==> config.mk <==
export PLATFORM = sky130hd
export DESIGN_NAME = uart_tx_fifo_cfg
export DESIGN_NICKNAME = d
export VERILOG_FILES = /design/src/rtl/uart_tx_fifo_cfg.sv
export SDC_FILE = /design/constraint.sdc
export NUM_CORES = 1
export LEC_CHECK = 0
export ABC_AREA = 1
export CORE_MARGIN = 3
export CORE_UTILIZATION = 30
export CTS_CLUSTER_DIAMETER = 60
export DETAILED_ROUTE_END_ITERATION = 6
export PLACE_DENSITY = 0.53
export RECOVER_POWER = 100
export SYNTH_ARGS = -nofsm -noshare
export SYNTH_HDL_FRONTEND = slang
export SYNTH_SLANG_ARGS = --single-unit
==> constraint.sdc <==
create_clock -name clk -period 3.65 [get_ports clk]
set_clock_uncertainty 0.15 [all_clocks]
set_input_delay 0.73 -clock clk [delete_from_list [all_inputs] [get_ports clk]]
set_output_delay 0.73 -clock clk [all_outputs]
set_load 0.02 [all_outputs]
==> src/rtl/uart_tx_fifo_cfg.sv <==
// UART transmit path: FIFO buffer, free-running 16x baud tick and a configurable
// serialiser (5..9 data bits, none/even/odd parity, 1 or 2 stop bits).
module uart_tx_fifo_cfg #(
  parameter int CLK_HZ    = 100_000_000,
  parameter int BAUD      = 115200,
  parameter int DATA_BITS = 8,
  parameter int PARITY    = 0,
  parameter int STOP_BITS = 1,
  parameter int FIFO_AW   = 4
) (
  input  logic                 clk,
  input  logic                 reset,
  input  logic                 push,
  input  logic [DATA_BITS-1:0] push_data,
  input  logic                 clr_ovf,
  output logic                 tx,
  output logic                 full,
  output logic                 empty,
  output logic [FIFO_AW:0]     level,
  output logic                 tx_busy,
  output logic                 tx_done,
  output logic                 ovf_flag
);

  localparam int               TICK_DIV  = CLK_HZ / (BAUD * 16);
  localparam int               TW        = $clog2(TICK_DIV);
  localparam logic [TW-1:0]    TICK_LAST = TW'(TICK_DIV - 1);
  localparam int               LW        = FIFO_AW + 1;
  localparam logic [FIFO_AW:0] DEPTH     = LW'(2 ** FIFO_AW);
  localparam logic [3:0]       LAST_DATA = 4'(DATA_BITS - 1);
  localparam logic [3:0]       LAST_STOP = 4'(STOP_BITS - 1);

  typedef enum logic [2:0] {
    S_IDLE   = 3'd0,
    S_START  = 3'd1,
    S_DATA   = 3'd2,
    S_PARITY = 3'd3,
    S_STOP   = 3'd4
  } state_t;

  function automatic logic parity_bit(input logic [DATA_BITS-1:0] d);
    if (PARITY == 2) return ~^d;
    else             return ^d;
  endfunction

  logic [TW-1:0]        r_tick_cnt;
  logic                 w_tick;
  logic [DATA_BITS-1:0] r_mem [0:2**FIFO_AW-1];
  logic [FIFO_AW-1:0]   r_wr_ptr, r_rd_ptr;
  logic [FIFO_AW:0]     r_level, w_level_nxt;
  logic                 r_full, r_empty, r_ovf;
  logic                 w_wr, w_drop, w_pop;
  logic [DATA_BITS-1:0] w_head;
  state_t               r_state, w_state_nxt;
  logic [3:0]           r_bit_tick, w_bit_tick_nxt;
  logic [3:0]           r_bit_cnt, w_bit_cnt_nxt;
  logic [DATA_BITS-1:0] r_shift, w_shift_nxt;
  logic                 r_par, w_par_nxt;
  logic                 r_tx, w_tx_nxt;
  logic                 r_busy, r_done, w_done_nxt;
  logic                 w_bit_end;

  assign w_tick    = (r_tick_cnt == TICK_LAST);
  assign w_wr      = push & ~r_full;
  assign w_drop    = push & r_full;
  assign w_pop     = (r_state == S_IDLE) & ~r_empty;
  assign w_head    = r_mem[r_rd_ptr];
  assign w_bit_end = w_tick & (r_bit_tick == 4'd15);

  // Baud tick runs freely; a frame start never realigns it.
  always_ff @(posedge clk) begin
    if (!reset)      r_tick_cnt <= '0;
    else if (w_tick) r_tick_cnt <= '0;
    else             r_tick_cnt <= r_tick_cnt + TW'(1);
  end

  always_ff @(posedge clk) begin
    if (w_wr) r_mem[r_wr_ptr] <= push_data;
  end

  always_comb begin
    w_level_nxt = r_level;
    case ({w_wr, w_pop})
      2'b10:   w_level_nxt = r_level + LW'(1);
      2'b01:   w_level_nxt = r_level - LW'(1);
      default: w_level_nxt = r_level;
    endcase
  end

  // A dropped push sets the overflow flag even when clr_ovf arrives in the same cycle.
  always_ff @(posedge clk) begin
    if (!reset) begin
      r_wr_ptr <= '0;
      r_rd_ptr <= '0;
      r_level  <= '0;
      r_full   <= 1'b0;
      r_empty  <= 1'b1;
      r_ovf    <= 1'b0;
    end else begin
      if (w_wr)  r_wr_ptr <= r_wr_ptr + FIFO_AW'(1);
      if (w_pop) r_rd_ptr <= r_rd_ptr + FIFO_AW'(1);
      r_level <= w_level_nxt;
      r_full  <= (w_level_nxt == DEPTH);
      r_empty <= (w_level_nxt == '0);
      if (w_drop)       r_ovf <= 1'b1;
      else if (clr_ovf) r_ovf <= 1'b0;
    end
  end

  always_comb begin
    w_state_nxt    = r_state;
    w_bit_cnt_nxt  = r_bit_cnt;
    w_shift_nxt    = r_shift;
    w_par_nxt      = r_par;
    w_done_nxt     = 1'b0;
    w_bit_tick_nxt = w_tick ? r_bit_tick + 4'd1 : r_bit_tick;
    case (r_state)
      S_IDLE: begin
        w_bit_tick_nxt = 4'd0;
        w_bit_cnt_nxt  = 4'd0;
        if (!r_empty) begin
          w_state_nxt = S_START;
          w_shift_nxt = w_head;
          w_par_nxt   = parity_bit(w_head);
        end else begin
          w_state_nxt = S_IDLE;
        end
      end
      S_START: begin
        if (w_bit_end) w_state_nxt = S_DATA;
        else           w_state_nxt = S_START;
      end
      S_DATA: begin
        if (w_bit_end) begin
          w_shift_nxt = r_shift >> 1;
          if (r_bit_cnt == LAST_DATA) begin
            w_bit_cnt_nxt = 4'd0;
            w_state_nxt   = (PARITY != 0) ? S_PARITY : S_STOP;
          end else begin
            w_bit_cnt_nxt = r_bit_cnt + 4'd1;
          end
        end else begin
          w_state_nxt = S_DATA;
        end
      end
      S_PARITY: begin
        if (w_bit_end) w_state_nxt = S_STOP;
        else           w_state_nxt = S_PARITY;
      end
      S_STOP: begin
        if (w_bit_end) begin
          if (r_bit_cnt == LAST_STOP) begin
            w_state_nxt = S_IDLE;
            w_done_nxt  = 1'b1;
          end else begin
            w_bit_cnt_nxt = r_bit_cnt + 4'd1;
          end
        end else begin
          w_state_nxt = S_STOP;
        end
      end
      default: w_state_nxt = S_IDLE;
    endcase

    // Line level is registered alongside the state it belongs to.
    case (w_state_nxt)
      S_IDLE:   w_tx_nxt = 1'b1;
      S_START:  w_tx_nxt = 1'b0;
      S_DATA:   w_tx_nxt = w_shift_nxt[0];
      S_PARITY: w_tx_nxt = w_par_nxt;
      S_STOP:   w_tx_nxt = 1'b1;
      default:  w_tx_nxt = 1'b1;
    endcase
  end

  always_ff @(posedge clk) begin
    if (!reset) begin
      r_state    <= S_IDLE;
      r_bit_tick <= 4'd0;
      r_bit_cnt  <= 4'd0;
      r_shift    <= '0;
      r_par      <= 1'b0;
      r_tx       <= 1'b1;
      r_busy     <= 1'b0;
      r_done     <= 1'b0;
    end else begin
      r_state    <= w_state_nxt;
      r_bit_tick <= w_bit_tick_nxt;
      r_bit_cnt  <= w_bit_cnt_nxt;
      r_shift    <= w_shift_nxt;
      r_par      <= w_par_nxt;
      r_tx       <= w_tx_nxt;
      r_busy     <= (w_state_nxt != S_IDLE);
      r_done     <= w_done_nxt;
    end
  end

  assign tx       = r_tx;
  assign full     = r_full;
  assign empty    = r_empty;
  assign level    = r_level;
  assign tx_busy  = r_busy;
  assign tx_done  = r_done;
  assign ovf_flag = r_ovf;

endmodule

==> results.json <==
{
  "outcome": "complete, no violations",
  "rsz0062_at_grt": "false",
  "crit_path_max_fanout": 6,
  "synth_area_um2": 7970,
  "clock_path_buffers": 2,
  "drive_gt1_frac": 0.0813,
  "ys_seq_elements": 177,
  "yosys_warnings": 0,
  "final_cell_area_um2": 9000,
  "end_kind": "flip-flop",
  "first_iter_violations": 357,
  "regArea_um2": 4830,
  "yosysSeqAreaShare": 0.605,
  "place_hpwl_um": 11300,
  "clock_latency_ns": 0.44,
  "cp-start-kind": "primary input",
  "cts_tree": "done",
  "rr_worst_depth": 15,
  "drc": 0,
  "crit_arrival_ns": 3.31,
  "syn_area_per_cell_um2": 9.56,
  "synth_ff_type": "edfxtp_1",
  "drv_cap": 0,
  "core_um2": 26100,
  "synth_nets": 861,
  "ant_nets": 0,
  "routed_wirelength_um": 17500,
  "track_usage": 0.126,
  "async_flop_share": 0,
  "drt-pass1-iter-count": 5,
  "dpl-instance-area_um2": 8480,
  "die_y_um": 169,
  "cts_setup_buffers": 0,
  "crit_type": "in2reg",
  "postCtsHoldBufs": 0,
  "synth_cell_types": 41,
  "p_per_area_nw_per_um2": 677,
  "diodes": 0,
  "min_path_type": "reg2reg",
  "rows": 59,
  "tightest_slew_ns": 1.12,
  "gp_congestion": 0.786,
  "clk_pin_slew_ns": 0.07,
  "die_w_um": 169,
  "vdd_ir_drop_max_mv": 0.312,
  "io-pin-count": 23,
  "rrSetupSlack_ns": 0.73,
  "route.detailed.wl_per_inst_um": 14.5,
  "multi_input_area_um2": 2480,
  "synth_edf_count": 128,
  "via_per_inst": 4.52,
  "routed-via-count": 5463,
  "fillers": 2651,
  "grt_overflow_total": 0,
  "whs_path_depth": 2,
  "hold_viol_final": 0,
  "drv_slew": 0,
  "cts.sinks": 177,
  "syn_inst": 834,
  "nNetsFinal": 887,
  "syn2layout_area_growth_pct": 12.9,
  "numCtsBuffers": 17,
  "postCtsResizedCells": 0,
  "dieArea_um2": 28600,
  "h-tree-depth": 4,
  "leakagePower_uw": 0.00363,
  "place.port_buffers": 22,
  "root_buffer": "clkbuf_16",
  "finalWorstPathRequiredPeriod_ns": 3.10,
  "antenna_found_initial": 0,
  "initial_core_util": 0.306,
  "grt_pass1_vias": 5213,
  "relSlewSlack": 0.252,
  "grt_pass1_wl_um": 27800,
  "grt_max_degree": 65,
  "setup_tns_ns": 0,
  "required_ns": 3.85,
  "fmax_mhz": 322,
  "fin_crit_sh": 0.850,
  "setup_viol_count_final": 0
}
cells by family after synthesis:
| group | Yosys count | share of synthesized area |
|---|---|---|
| adder cells (fa/ha/maj) | 15 | 0.0245 |
| XOR/XNOR | 7 | 0.00769 |
| buffers and inverters | 132 | 0.0813 |
| flip-flops | 177 | 0.605 |
| AND/OR/NAND/NOR | 441 | 0.236 |
| AO/OA/AOI/OAI | 61 | 0.0444 |
| multiplexers | 1 | 0.00126 |
placed cells by master, fill, tap and decap left out, types with 2 or more instances in the layout:
| cell type | n |
|---|---|
| nand2_1 | 254 |
| edfxtp_1 | 128 |
| inv_1 | 94 |
| nand3_1 | 80 |
| nor2_1 | 71 |
| dfxtp_1 | 48 |
| a21oi_1 | 26 |
| dlygate4sd3_1 | 21 |
| clkbuf_16 | 17 |
| o21ai_0 | 14 |
| ha_1 | 14 |
| nand2_2 | 11 |
| inv_2 | 8 |
| clkbuf_1 | 8 |
| nand4_1 | 6 |
| nor2_2 | 6 |
| nor3_1 | 5 |
| o21ai_1 | 5 |
| inv_6 | 5 |
| xnor2_1 | 4 |
| o22ai_1 | 4 |
| xor2_1 | 3 |
| nand3_2 | 3 |
| a211oi_1 | 3 |
| clkinv_4 | 3 |
| buf_4 | 3 |
| a31oi_1 | 2 |
| a21o_1 | 2 |
| or2_2 | 2 |
| clkinv_2 | 2 |
| clkinvlp_4 | 2 |
| inv_8 | 2 |
| buf_12 | 2 |
cells in the mapped netlist, types with 6 or more instances:
library cell	instances	area [µm²]
inv_2	8	30.0
nand3_1	79	395
nand4_1	6	37.5
edfxtp_1	128	3840
buf_6	12	135
dfxtp_1	49	981
nand2_2	12	75.1
ha_1	14	175
nor2_1	69	259
nand2_1	253	950
a21oi_1	26	130
nor2_2	7	43.8
inv_1	94	353
o21ai_0	14	70.1
buf_4	6	45.0
final timing paths:
check                   from  endpoint
setup / recovery        push     empty
hold / removal      ovf_flag  ovf_flag
setup reg to reg  r_state[0]     empty
hold reg to reg     ovf_flag  ovf_flag
report_power, final:
group | internal, µW | switching (µW)
clock network | 960 | 819
logic | 632 | 1310
registers | 2290 | 81.0
worst max-delay path, stage by stage:
cell	delay (ns)
dlygate4sd3_1	0.55
inv_1	0.04
nor2_1	0.14
inv_1	0.10
ha_1	0.29
fa_1	0.42
a21o_1	0.19
a21oi_1	0.14
inv_1	0.07
a21oi_1	0.10
o21ai_0	0.10
xor2_1	0.18
nor2_1	0.07
a21oi_1	0.17
layout make-up:
type                    count  area share
multi-input cells         525       0.275
inverters                 104      0.0435
clock inverters            15      0.0164
clock buffers              17      0.0473
well taps                 335      0.0466
flip-flops and latches    177       0.536
repair buffers             35      0.0348
flip-flops by register name, indices dropped and copies added, names as in the netlist, named ones only:
signal / cells
r_rd_ptr: 4
ovf_flag: 1
r_bit_cnt: 4
level: 5
tx_busy: 1
r_shift: 8
empty: 1
r_state: 3
tx: 1
r_mem: 128
r_tick_cnt: 6
full: 1
r_wr_ptr: 4
r_bit_tick: 4
r_par: 1
tx_done: 1
through the flow:
| step | cells | power (µW) | hold slack (ns) | setup WS (ns) | util |
|---|---|---|---|---|---|
| after floorplan | 834 | 3920 | 0.289 | 0.713 | - |
| after global placement | 1176 | 4390 | 0.300 | 0.198 | 0.325 |
| after detailed placement | 1176 | 4410 | 0.306 | 0.188 | 0.325 |
| after CTS | 1208 | 6190 | 0.315 | 0.642 | 0.347 |
| after global routing | 1208 | 6500 | 0.339 | 0.276 | 0.345 |
| final | 1208 | 6100 | 0.307 | 0.547 | 0.345 |
layer usage:
layer / share of wire / up-vias / wire length (µm) / GRT usage
met1: 0.46 / 2595 / 8030 / 0.160
met5: 0 / - / 0 / 0
met2: 0.49 / 80 / 8630 / 0.218
met3: 0.026 / 18 / 460 / 0.0222
li1: - / 2770 / - / -
met4: 0.019 / 0 / 335 / 0.0441
(Power assumes the default switching activity.)
